### src/rtl/addsub_pkg.sv
// Shared definitions for the bit-serial adder/subtractor: controller states
// and the mode encoding used by the datapath cell.
package addsub_pkg;

  typedef enum logic [1:0] {
    ST_IDLE = 2'd0,
    ST_RUN  = 2'd1,
    ST_DONE = 2'd2
  } state_t;

  localparam logic MODE_ADD = 1'b0;
  localparam logic MODE_SUB = 1'b1;

endpackage

### src/rtl/serial_addsub_fas_cell.sv
// One-bit full adder/subtractor built only from 2-input NAND terms.
// Subtraction reuses the carry network with x inverted (x ^ mode).
module fas_cell (
  input  logic x,
  input  logic y,
  input  logic cin,
  input  logic mode,
  output logic out,
  output logic cout_bout
);

  logic xy_n, xy, xyc_n;
  logic xmd_n, xm, xmy_n, xmy;

  // Each XOR is the classic four-NAND structure.
  assign xy_n  = ~(x & y);
  assign xy    = ~(~(x & xy_n) & ~(y & xy_n));
  assign xyc_n = ~(xy & cin);
  assign out   = ~(~(xy & xyc_n) & ~(cin & xyc_n));

  assign xmd_n = ~(x & mode);
  assign xm    = ~(~(x & xmd_n) & ~(mode & xmd_n));
  assign xmy_n = ~(xm & y);
  assign xmy   = ~(~(xm & xmy_n) & ~(y & xmy_n));

  assign cout_bout = ~(~(xm & y) & ~(cin & xmy));

endmodule

### src/rtl/serial_addsub.sv
// Bit-serial adder/subtractor: one bit per clock, LSB first, through a single
// fas_cell, with a start/busy/done handshake.
//
// state   | meaning
// IDLE    | waiting for start
// RUN     | shifting operands through the cell, one bit per edge
// DONE    | one-cycle done pulse; start here issues back-to-back
module serial_addsub
  import addsub_pkg::*;
#(
  parameter int WIDTH = 8
) (
  input  logic             clk,
  input  logic             rst,
  input  logic             start,
  input  logic             mode,
  input  logic [WIDTH-1:0] a,
  input  logic [WIDTH-1:0] b,
  output logic             busy,
  output logic             done,
  output logic [WIDTH-1:0] result,
  output logic             cout,
  output logic             ovf
);

  localparam int CW = $clog2(WIDTH) + 1;

  state_t           state;
  logic [WIDTH-1:0] a_sr, b_sr, acc;
  logic             mode_r;
  logic             carry;
  logic [CW-1:0]    cnt;
  logic             bit_s, carry_next, last, ovf_next;
  logic [WIDTH-1:0] acc_next;

  fas_cell u_cell (
    .x        (a_sr[0]),
    .y        (b_sr[0]),
    .cin      (carry),
    .mode     (mode_r),
    .out      (bit_s),
    .cout_bout(carry_next)
  );

  assign last     = (cnt == CW'(WIDTH - 1));
  assign acc_next = {bit_s, acc[WIDTH-1:1]};

  // On the last bit the cell inputs are the operand MSBs.
  assign ovf_next = (mode_r == MODE_ADD)
                  ? ((a_sr[0] == b_sr[0]) && (bit_s != a_sr[0]))
                  : ((a_sr[0] != b_sr[0]) && (bit_s != a_sr[0]));

  always_ff @(posedge clk or posedge rst) begin
    if (rst) begin
      state  <= ST_IDLE;
      a_sr   <= '0;
      b_sr   <= '0;
      acc    <= '0;
      mode_r <= MODE_ADD;
      carry  <= 1'b0;
      cnt    <= '0;
      busy   <= 1'b0;
      done   <= 1'b0;
      result <= '0;
      cout   <= 1'b0;
      ovf    <= 1'b0;
    end else begin
      case (state)
        ST_IDLE, ST_DONE: begin
          done <= 1'b0;
          if (start) begin
            a_sr   <= a;
            b_sr   <= b;
            mode_r <= mode;
            carry  <= 1'b0;
            cnt    <= '0;
            acc    <= '0;
            busy   <= 1'b1;
            state  <= ST_RUN;
          end else begin
            state <= ST_IDLE;
          end
        end
        ST_RUN: begin
          a_sr  <= a_sr >> 1;
          b_sr  <= b_sr >> 1;
          carry <= carry_next;
          acc   <= acc_next;
          cnt   <= cnt + CW'(1);
          if (last) begin
            result <= acc_next;
            cout   <= carry_next;
            ovf    <= ovf_next;
            done   <= 1'b1;
            busy   <= 1'b0;
            state  <= ST_DONE;
          end
        end
        default: state <= ST_IDLE;
      endcase
    end
  end

endmodule

### config.mk
export PLATFORM = sky130hd
export DESIGN_NAME = serial_addsub
export DESIGN_NICKNAME = d
export VERILOG_FILES = /design/src/rtl/addsub_pkg.sv /design/src/rtl/serial_addsub_fas_cell.sv /design/src/rtl/serial_addsub.sv
export SDC_FILE = /design/constraint.sdc
export NUM_CORES = 1
export LEC_CHECK = 0
export BUFFER_PORTS_ARGS = -buffer_cell sky130_fd_sc_hd__buf_2
export CORE_ASPECT_RATIO = 0.9
export CORE_MARGIN = 4
export CORE_UTILIZATION = 60
export CTS_BUF_LIST = sky130_fd_sc_hd__clkbuf_4
export DETAILED_ROUTE_END_ITERATION = 8
export PLACE_DENSITY = 0.85
export SYNTH_ARGS = -nofsm -noshare
export SYNTH_HDL_FRONTEND = slang
export SYNTH_SLANG_ARGS = --single-unit
export TNS_END_PERCENT = 1
### constraint.sdc
create_clock -name clk -period 2.3 [get_ports clk]
set_input_delay 0.115 -clock clk [delete_from_list [all_inputs] [get_ports clk]]
set_output_delay 0.115 -clock clk [all_outputs]
set_load 0.05 [all_outputs]
==> flow_summary.json, run 1 <==
{
  "synth_mux_area_share_pct": 9.15,
  "cts_made_buffers": 5,
  "postSynthRegisterBits": 43,
  "worst_slack_ps": 506,
  "outcome": "finished, final reports clean",
  "detailroute.via_count": 1185,
  "worst_setup_path_end_kind": "flop",
  "syn-cell-area_mm2": 0.00179,
  "synthDistinctLibCells": 23,
  "drt_pass1_iterations": 4,
  "crit_type": "reg -> reg",
  "globalRoute.totalOverflow": 0,
  "final_max_slew_viol_count": 0,
  "hpwlAfterDp_mm": 2.31,
  "cts.htree.levels": 2,
  "cp_max_fo": 12,
  "core_area_mm2": 0.00279,
  "synth_top_family_by_area": "compound AO/OA/AOI/OAI gates",
  "postSynthCellCount": 134,
  "synth_adder_area_share_pct": 1.40,
  "power_leakage_nw": 1.13,
  "io_pins": 32,
  "rsz0062_at_grt": "false",
  "cp_slowest_stage_delay_ps": 550,
  "fin_setup_tns_ps": 0,
  "finish.net_count": 193,
  "drt_wl_total_mm": 3.24,
  "drt-wirelength-per-cell_um": 15.3,
  "vdd.ir_drop.worst_uv": 744,
  "rows": 18,
  "r2r_cells": 4,
  "min_period_over_period_pct": 78.0,
  "place.gp.congestion": 0.734,
  "area_delta_synth_final_pct": 15.2,
  "share_of_cells_above_drive_strength_1_pct": 25.6,
  "remaining_drc_errors": 0,
  "post_cts_buffers": 0,
  "clock_skew_ps": 9.85,
  "start_util_pct": 64.1,
  "synth_area_in_xor_xnor_pct": 1.47,
  "drtAntennaViolNets": 0,
  "clock_path_buffers": 2,
  "antenna_cells": 0,
  "cts_sinks": 43,
  "worst_r2r_startpoint": "cnt[1]$_DFFE_PP0P_",
  "worst_hold_path.num_cells": 2,
  "dieHeight_um": 59.8,
  "clock_tree_from_tritoncts": "done",
  "tightestPinTransition_ps": 941,
  "reg2reg_capture_point": "result[3]$_DFFE_PP0P_",
  "synth_nets": 156,
  "route.detailed.vias_per_inst": 5.59,
  "reg2reg_setup_slack_ps": 510,
  "ys_warn_count": 0,
  "clk_transition_reported_paths_ps": 110,
  "final-hold-violation-count": 0,
  "syn-mean-instance-area_um2": 13.4,
  "count_of_filler_cells_inserted_in_the_layout": 224,
  "clkLatencyLatePin_ps": 340,
  "dpl_worst_slack_ps": 516,
  "design_power_total_mw": 3.04,
  "critPathSlowestCell": "sky130_fd_sc_hd__and2b_1",
  "worstHoldEndpoint": "b_sr[7]$_DFFE_PP0P_",
  "max_freq_ghz": 0.557,
  "number_of_global_route_vias_before_repair": 1211,
  "period_needed_ps": 1790,
  "dr.first_iter.drc_count": 57,
  "cts_root_buf": "sky130_fd_sc_hd__clkbuf_4",
  "max-cap-violations": 0,
  "globalRouteTotalUtil_pct": 18.5,
  "antenna_found_initial": 0,
  "yosys.area_share.simple_pct": 5.66,
  "holdCritPathClass": "in -> reg",
  "synth-compound-area-share_pct": 19.3,
  "slew_headroom_pct": 37.2,
  "cp_data_required_time_ps": 2530,
  "crit_arrival_ps": 2020,
  "grt_start_max_net_pins": 44,
  "path_cells": "ha_1, nand3b_1, and2b_1, mux2_1",
  "power-per-cell-area_mw_per_mm2": 1470,
  "die_x_um": 65.6,
  "hold_path_startpoint": "b[7]",
  "critical_path.startpoint_type": "flop",
  "finalSetupViolations": 0,
  "cts_resized": 0,
  "place.port_buffers": 31,
  "seq_area_frac_synth_pct": 60.1,
  "design.die.area_mm2": 0.00392,
  "grt_first_pass_wirelength_mm": 5.46
}
[report_power, final]
| group | total, mW | switching [mW] | internal, mW |
|---|---|---|---|
| clock | 0.350 | 0.224 | 0.125 |
| sequential | 1.29 | 0.208 | 1.08 |
| combinational | 1.40 | 0.804 | 0.600 |
[routing by layer]
metal | track usage, % | share of wire, % | wire, um | vias to the layer above
li1 | - | - | - | 561
met1 | 21.7 | 42 | 1350 | 585
met2 | 32.9 | 51 | 1660 | 34
met3 | 5.08 | 5.6 | 180 | 5
met4 | 6.51 | 1.4 | 44 | 0
met5 | 0 | 0 | 0 | -
[area by class of cell]
cell class	count	area, um^2	area share (%)
clock buffers	6	45.0	2.18
multi-input cells	81	662	32.1
well taps	40	50.0	2.43
inverters	2	7.51	0.364
clock inverters	2	7.51	0.364
repair buffers	38	215	10.4
flip-flops and latches	43	1080	52.2
[metrics by stage]
step                      util, %  hold slack, ps  instance area, um^2  cells
after CTS                    73.9            6.63                 2060    212
after floorplan                 -             220                 1790    134
after global routing         73.9            8.49                 2060    212
after detailed placement     70.9             281                 1980    201
final                        73.9            13.6                 2060    212
after global placement       70.9             259                 1980    201
[how the worst max path moves through the flow]
stage	start	to	slack, ps	cells after the start
2_1_floorplan	cnt[0]$_DFFE_PP0P_	ovf$_DFFE_PP0P_	800	5
3_3_place_gp	cnt[0]$_DFFE_PP0P_	result[0]$_DFFE_PP0P_	620	4
3_5_place_dp	cnt[0]$_DFFE_PP0P_	ovf$_DFFE_PP0P_	520	4
4_1_cts	cnt[1]$_DFFE_PP0P_	result[1]$_DFFE_PP0P_	500	4
5_1_grt	cnt[1]$_DFFE_PP0P_	result[3]$_DFFE_PP0P_	400	4
6_report	cnt[1]$_DFFE_PP0P_	result[3]$_DFFE_PP0P_	510	4
[worst max-delay path: cells and delay by family, from the launching register on]
kind | cells | cell delay (ps)
adders and majority gates | 1 | 220
DFF | 1 | 400
muxes | 1 | 380
and+or+nand+nor | 2 | 690
[placed cells by master (no fill, tap or decap), drive strengths merged]
cell type	count
nand4	1
xor2	1
buf	35
and2b	1
o21a	1
nand2b	3
dlygate4sd3	3
clkinv	2
mux2i	4
inv	2
ha	2
a21oi	1
nor2	4
mux2	11
a21o	14
nor2b	3
nand3b	1
xnor2	2
a22o	26
nand2	6
clkbuf	6
dfrtp	43
[cells in the mapped netlist]
cell                        n  area [um^2]
sky130_fd_sc_hd__a21oi_1    1         5.00
sky130_fd_sc_hd__and2b_1    1         7.51
sky130_fd_sc_hd__nor2_1     3         11.3
sky130_fd_sc_hd__a22o_1    26          228
sky130_fd_sc_hd__nand4_1    1         6.26
sky130_fd_sc_hd__a21o_1    14          105
sky130_fd_sc_hd__o21a_1     1         7.51
sky130_fd_sc_hd__inv_1      2         7.51
sky130_fd_sc_hd__ha_1       2         25.0
sky130_fd_sc_hd__nor2b_2    1         8.76
sky130_fd_sc_hd__nor2b_1    2         12.5
sky130_fd_sc_hd__mux2_2     1         11.3
sky130_fd_sc_hd__nand2b_1   3         18.8
sky130_fd_sc_hd__dfrtp_1   43         1080
sky130_fd_sc_hd__buf_2      6         30.0
sky130_fd_sc_hd__nand2_1    6         22.5
sky130_fd_sc_hd__nand3b_1   1         7.51
sky130_fd_sc_hd__xor2_1     1         8.76
sky130_fd_sc_hd__buf_4      2         15.0
sky130_fd_sc_hd__xnor2_1    2         17.5
sky130_fd_sc_hd__nor2_2     1         6.26
sky130_fd_sc_hd__mux2_1    10          113
sky130_fd_sc_hd__mux2i_1    4         40.0
[what timing repair did]
item,in CTS,in global routing
hold buffers,3,0
setup endpoints to repair,0,0
hold endpoints to repair,45,0
[registers in the layout, indices dropped and copies added (netlist names)]
| signal | cells |
|---|---|
| result | 8 |
| a_sr | 8 |
| ovf | 1 |
| acc | 7 |
| b_sr | 8 |
| carry | 1 |
| busy | 1 |
| done | 1 |
| mode_r | 1 |
| cout | 1 |
| state | 2 |
| cnt | 4 |
[cell families after synthesis]
kind of cell	after synthesis
xor gates and xnor gates	3
AOI/OAI and AO/OA	42
DFF	43
buffers and inverters	10
and+or+nand+nor	19
adders and majority gates	2
muxes	15
No activity file was read; power rests on OpenSTA's default activity.
==> inputs of run 2 (changes only) <==
- CORE_UTILIZATION: 60 -> 51
- PLACE_DENSITY: 0.85 -> 0.77
- clock period: 2.3 -> 1.5 ns (I/O delays scaled with it)
==> run 2 against run 1 <==
Compared with the run above:
- utilization shrank 6.3 points
- wire length grew 3.6%
- largest power group unchanged
- first-iteration DRC count grew 25%
- via count grew 3.5%
- worst hold slack gained 8.2 ps
- die area grew 15%
- combinational power grew 71%
- sequential power grew 51%
- critical endpoint is now ovf$_DFFE_PP0P_
- global-route usage shrank 2.0 points
- critical path depth is the same
- sequential cell count is the same
==> flow_summary.json, run 2 (same netlist as run 1, synthesis figures left out) <==
{
  "outcome": "finished, final reports clean",
  "cp_max_fo": 12,
  "crit_arrival_ps": 1740,
  "clock_skew_ps": 16.3,
  "cts.htree.levels": 2,
  "final_max_slew_viol_count": 0,
  "critPathCapture": "ovf$_DFFE_PP0P_",
  "slew_headroom_pct": 63.0,
  "detailroute.via_count": 1227,
  "final-hold-violation-count": 0,
  "vdd.ir_drop.worst_uv": 1010,
  "max_freq_ghz": 0.669,
  "grt_start_max_net_pins": 44,
  "period_needed_ps": 1490,
  "max-cap-violations": 0,
  "crit_type": "reg -> reg",
  "placement.cell_area_mm2": 0.00206,
  "io_pins": 32,
  "route.detailed.vias_per_inst": 5.31,
  "power-per-cell-area_mw_per_mm2": 2300,
  "remaining_drc_errors": 0,
  "clkLatencyLatePin_ps": 360,
  "drtAntennaViolNets": 0,
  "maxUsedRoutingLayer": "met4",
  "design.die.area_mm2": 0.00452,
  "drt-wirelength-per-cell_um": 14.5,
  "clock_path_buffers": 2,
  "hpwlAfterDp_mm": 2.27,
  "rows": 20,
  "grt_first_pass_wirelength_mm": 5.91,
  "worst_setup_path_end_kind": "flop",
  "crit_path_start": "cnt[1]$_DFFE_PP0P_",
  "clock_tree_from_tritoncts": "done",
  "rsz0062_at_grt": "true",
  "r2r_cells": 4,
  "core_area_mm2": 0.00338,
  "count_of_filler_cells_inserted_in_the_layout": 238,
  "dieHeight_um": 64.2,
  "drt_pass1_iterations": 4,
  "cts_sinks": 43,
  "antenna_cells": 0,
  "cts_root_buf": "sky130_fd_sc_hd__clkbuf_4",
  "cts_made_buffers": 5,
  "tightestPinTransition_ps": 553,
  "holdCritPathClass": "in -> reg",
  "dp.cells": 213,
  "place.port_buffers": 31,
  "globalRouteTotalUtil_pct": 16.5,
  "antenna_found_initial": 0,
  "met3RoutedLength_um": 161,
  "min_period_over_period_pct": 99.6,
  "share_of_cells_above_drive_strength_1_pct": 31.6,
  "power_leakage_nw": 1.23,
  "clk_transition_reported_paths_ps": 130,
  "reg2reg_setup_slack_ps": 6,
  "biggestRegsByFlops": "a_sr (8), b_sr (8), result (8)",
  "wire_length_the_detailed_router_placed_on_met1_mm": 1.50,
  "number_of_global_route_vias_before_repair": 1305,
  "worst_r2r_startpoint": "cnt[1]$_DFFE_PP0P_",
  "reg2reg_capture_point": "ovf$_DFFE_PP0P_",
  "start_util_pct": 53.0,
  "cp_data_required_time_ps": 1750,
  "finalSetupViolations": 0,
  "final-instance-count-excl-fill": 231,
  "dr.first_iter.drc_count": 71,
  "met2_wirelength_mm": 1.65,
  "highest_count_cells_in_the_layout_ignoring_fill_and_taps": "sky130_fd_sc_hd__dfrtp_1, sky130_fd_sc_hd__buf_2, sky130_fd_sc_hd__a22o_1",
  "critical_path.startpoint_type": "flop",
  "globalRoute.totalOverflow": 0,
  "area_delta_synth_final_pct": 27.5,
  "finish.net_count": 208,
  "layout.cells.most_common": "sky130_fd_sc_hd__dfrtp_1",
  "finish.instance_area_mm2": 0.00228,
  "drt_wl_total_mm": 3.35,
  "place.gp.congestion": 0.791,
  "die_x_um": 70.5
}
-- run 2: worst min-delay path by stage --
| stage | slack (ps) | from | cells past startpoint | endpoint |
|---|---|---|---|---|
| after floorplan | 180 | mode | 2 | mode_r$_DFFE_PP0P_ |
| after global placement | 140 | rst | 3 | result[0]$_DFFE_PP0P_ |
| after detailed placement | 150 | rst | 3 | result[0]$_DFFE_PP0P_ |
| after CTS | 1 | b[3] | 3 | b_sr[3]$_DFFE_PP0P_ |
| after global routing | 1 | a[4] | 3 | a_sr[4]$_DFFE_PP0P_ |
| final | 20 | b[0] | 3 | b_sr[0]$_DFFE_PP0P_ |
-- run 2: metrics by stage --
step                      util (%)  worst slack, ps  power (mW)  setup TNS (ps)  hold slack [ps]
after detailed placement      60.9             -205        4.31           -5320              150
after floorplan                  -             21.8        3.68               0              180
after global routing          67.6            -85.8        5.62            -710             1.41
final                         67.6             5.81        5.26               0             21.8
after CTS                     66.4            -54.6        5.27            -423             1.05
after global placement        60.9             -142        4.18           -2500              144
-- run 2: cell type report --
cell class / count / area, um^2 / share of cell area, %
Sequential cell: 43 / 1080 / 47.1
Multi-Input combinational cell: 81 / 679 / 29.8
Timing Repair Buffer: 53 / 360 / 15.8
Clock inverter: 2 / 60.1 / 2.63
Tap cell: 44 / 55.1 / 2.41
Clock buffer: 6 / 45.0 / 1.97
Inverter: 2 / 7.51 / 0.329
-- run 2: report_power, final --
part	switching [mW]	total [mW]	internal (mW)
sequential	0.299	1.95	1.65
clock	0.367	0.905	0.538
combinational	1.30	2.40	1.10
total	1.96	5.26	3.29
-- run 2: worst max-delay path: stages (launching register included) --
cell and delay (ps):
sky130_fd_sc_hd__dfrtp_1 380, sky130_fd_sc_hd__ha_2 180, sky130_fd_sc_hd__nand3b_1 100, sky130_fd_sc_hd__and2b_4 380, sky130_fd_sc_hd__mux2_1 340
-- run 2: timing repair --
action                                 4_1_cts  5_1_grt
resized for setup                            5        3
endpoints found under the hold margin       48        2
hold buffers                                 6        2
setup buffers                                0        2
setup endpoints to repair                   36       12
-- run 2: layer usage --
layer | global-route usage [%] | up-vias
li1 | - | 591
met1 | 20.8 | 602
met2 | 27.7 | 29
met3 | 5.03 | 5
met4 | 4.31 | 0
met5 | 0 | -
==> inputs of run 3 (changes only) <==
- CORE_ASPECT_RATIO: 0.9 -> unset
==> run 3 against run 2 <==
Compared with the run above:
- the run now ends with setup timing left
- die area barely moved
- clock skew down 2.2 ps
- utilization hardly changed
- worst hold slack lost 7.8 ps
- global-route usage is 1.2 points higher
- cell count unchanged
- first-iteration DRC count increased by 4.2%
- sequential cell count did not move
- wire length is 1.9% higher
- total power is 0.82% higher
- via count up 0.49%
- critical endpoint is now carry$_DFFE_PP0P_
- non-clock buffer count is 2 lower
==> flow_summary.json, run 3 (same netlist as run 1, synthesis figures left out) <==
{
  "clock_path_buffers": 2,
  "drt_pass1_iterations": 4,
  "clkLatencyLatePin_ps": 350,
  "highest_count_cells_in_the_layout_ignoring_fill_and_taps": "sky130_fd_sc_hd__dfrtp_1, sky130_fd_sc_hd__buf_2, sky130_fd_sc_hd__a22o_1",
  "globalRouteMet2Util_pct": 28.6,
  "min_period_over_period_pct": 101,
  "finalSetupViolations": 1,
  "max_freq_ghz": 0.663,
  "period_needed_ps": 1510,
  "worst_r2r_startpoint": "mode_r$_DFFE_PP0P_",
  "power_leakage_nw": 1.22,
  "cts.htree.levels": 2,
  "worst_setup_path_end_kind": "flop",
  "outcome": "complete, but fails checks",
  "hpwlAfterDp_mm": 2.20,
  "die_x_um": 67.3,
  "worst_hold_path.num_cells": 3,
  "met3_track_demand_over_resource_in_global_routing_pct": 5.99,
  "max-cap-violations": 0,
  "start_util_pct": 53.2,
  "r2r_cells": 4,
  "utilization_pct": 67.6,
  "dieHeight_um": 67.3,
  "worst_slack_ps": -8.27,
  "place.gp.congestion": 0.777,
  "io_pins": 32,
  "cp_max_fo": 2,
  "route.detailed.vias_per_inst": 5.34,
  "violated_checks": "setup timing",
  "share_of_cells_above_drive_strength_1_pct": 31.4,
  "dr.first_iter.drc_count": 74,
  "grt_first_pass_wirelength_mm": 5.92,
  "detailroute.via_count": 1233,
  "count_of_filler_cells_inserted_in_the_layout": 269,
  "layout.cells.most_common": "sky130_fd_sc_hd__dfrtp_1",
  "crit_arrival_ps": 1750,
  "reg2reg_setup_slack_ps": -8,
  "hold_path_startpoint": "a[5]",
  "final_max_slew_viol_count": 0,
  "drt-wirelength-per-cell_um": 14.8,
  "clock_tree_from_tritoncts": "done",
  "rows": 21,
  "worstHoldEndpoint": "a_sr[5]$_DFFE_PP0P_",
  "antenna_found_initial": 0,
  "area_delta_synth_final_pct": 27.0,
  "finish.instance_area_mm2": 0.00227,
  "drtAntennaViolNets": 0,
  "biggestRegsByFlops": "a_sr (8), b_sr (8), result (8)",
  "placement.cell_area_mm2": 0.00207,
  "place.port_buffers": 31,
  "reg2reg_capture_point": "carry$_DFFE_PP0P_",
  "cp_data_required_time_ps": 1750,
  "critical_path.startpoint_type": "flop",
  "globalRoute.totalOverflow": 0,
  "cts_sinks": 43,
  "grtUsageMet1_pct": 21.8,
  "crit_type": "reg -> reg",
  "final-hold-violation-count": 0,
  "grt_start_max_net_pins": 44,
  "design.die.area_mm2": 0.00452,
  "post_cts_buffers": 0,
  "power-per-cell-area_mw_per_mm2": 2330,
  "vdd.ir_drop.worst_uv": 1310,
  "cts_root_buf": "sky130_fd_sc_hd__clkbuf_4",
  "clock_skew_ps": 14.1,
  "most_used_layer_global_route": "met2",
  "number_of_global_route_vias_before_repair": 1322,
  "slew_headroom_pct": 62.2,
  "globalRouteTotalUtil_pct": 17.7,
  "tightestPinTransition_ps": 566,
  "antenna_cells": 0,
  "drt_wl_total_mm": 3.42,
  "core_area_mm2": 0.00336,
  "cts_made_buffers": 5,
  "rsz0062_at_grt": "true",
  "finish.net_count": 206,
  "holdCritPathClass": "in -> reg",
  "remaining_drc_errors": 0,
  "clk_transition_reported_paths_ps": 120
}
-- run 3: cell count changes in the layout (fill, tap and decap cells not counted), sizes merged --
cell	change
buf	-1
clkbuf	-1
clkinvlp	+1
dlygate4sd3	-1
-- run 3: how the worst max path moves through the flow --
stage | from | endpoint | slack (ps) | cells after the start
6_report | mode_r$_DFFE_PP0P_ | carry$_DFFE_PP0P_ | -8 | 4
3_3_place_gp | cnt[0]$_DFFE_PP0P_ | result[0]$_DFFE_PP0P_ | -130 | 4
3_5_place_dp | state[0]$_DFFE_PP0P_ | cnt[0]$_DFFE_PP0P_ | -200 | 3
2_1_floorplan | cnt[0]$_DFFE_PP0P_ | ovf$_DFFE_PP0P_ | 20 | 5
5_1_grt | cnt[0]$_DFFE_PP0P_ | result[1]$_DFFE_PP0P_ | -80 | 4
4_1_cts | mode_r$_DFFE_PP0P_ | carry$_DFFE_PP0P_ | 6 | 4
-- run 3: timing repair --
item                       in CTS  in global routing
hold endpoints to repair       46                  3
setup endpoints to repair      36                 12
gates resized for setup         6                  2
hold buffers                    4                  3
gates cloned                    0                  0
-- run 3: worst max-delay path, stage by stage, from the launching register on --
cell	delay, ps
sky130_fd_sc_hd__dfrtp_1	430
sky130_fd_sc_hd__xor2_2	190
sky130_fd_sc_hd__ha_1	300
sky130_fd_sc_hd__mux2_1	310
sky130_fd_sc_hd__a22o_1	180
-- run 3: per-stage QoR --
| stage | setup WS [ps] | setup TNS (ps) | std cells | power, mW | hold WS [ps] |
|---|---|---|---|---|---|
| 6_report | -8.27 | -8.27 | 231 | 5.30 | 14.0 |
| 3_3_place_gp | -132 | -2500 | 216 | 4.20 | 143 |
| 2_1_floorplan | 21.8 | 0 | 134 | 3.68 | 180 |
| 3_5_place_dp | -197 | -4820 | 216 | 4.34 | 150 |
| 5_1_grt | -75.4 | -602 | 231 | 5.66 | 3.39 |
| 4_1_cts | 6.20 | 0 | 228 | 5.29 | 2.06 |
-- run 3: area by class of cell --
class                           count  area, um^2  share of cell area [%]
Clock inverter                      3        67.6                    2.97
Multi-Input combinational cell     81         684                    30.1
Clock buffer                        5        37.5                    1.65
Tap cell                           46        57.6                    2.53
Sequential cell                    43        1080                    47.3
Timing Repair Buffer               51         343                    15.1
Inverter                            2        7.51                   0.330
-- run 3: metal layers --
metal	part of all wire [%]	vias up	wire [um]
met2	51	26	1740
li1	-	583	-
met1	43	617	1480
met5	0	-	0
met4	1.6	0	53
met3	4.2	7	145
-- run 3: where the power goes --
| group | switching [mW] | total [mW] | leakage (nW) | internal, mW |
|---|---|---|---|---|
| combinational | 1.33 | 2.44 | 0.622 | 1.12 |
| sequential | 0.310 | 1.96 | 0.548 | 1.65 |
| clock | 0.378 | 0.896 | 0.0514 | 0.518 |
| total | 2.02 | 5.30 | 1.22 | 3.29 |
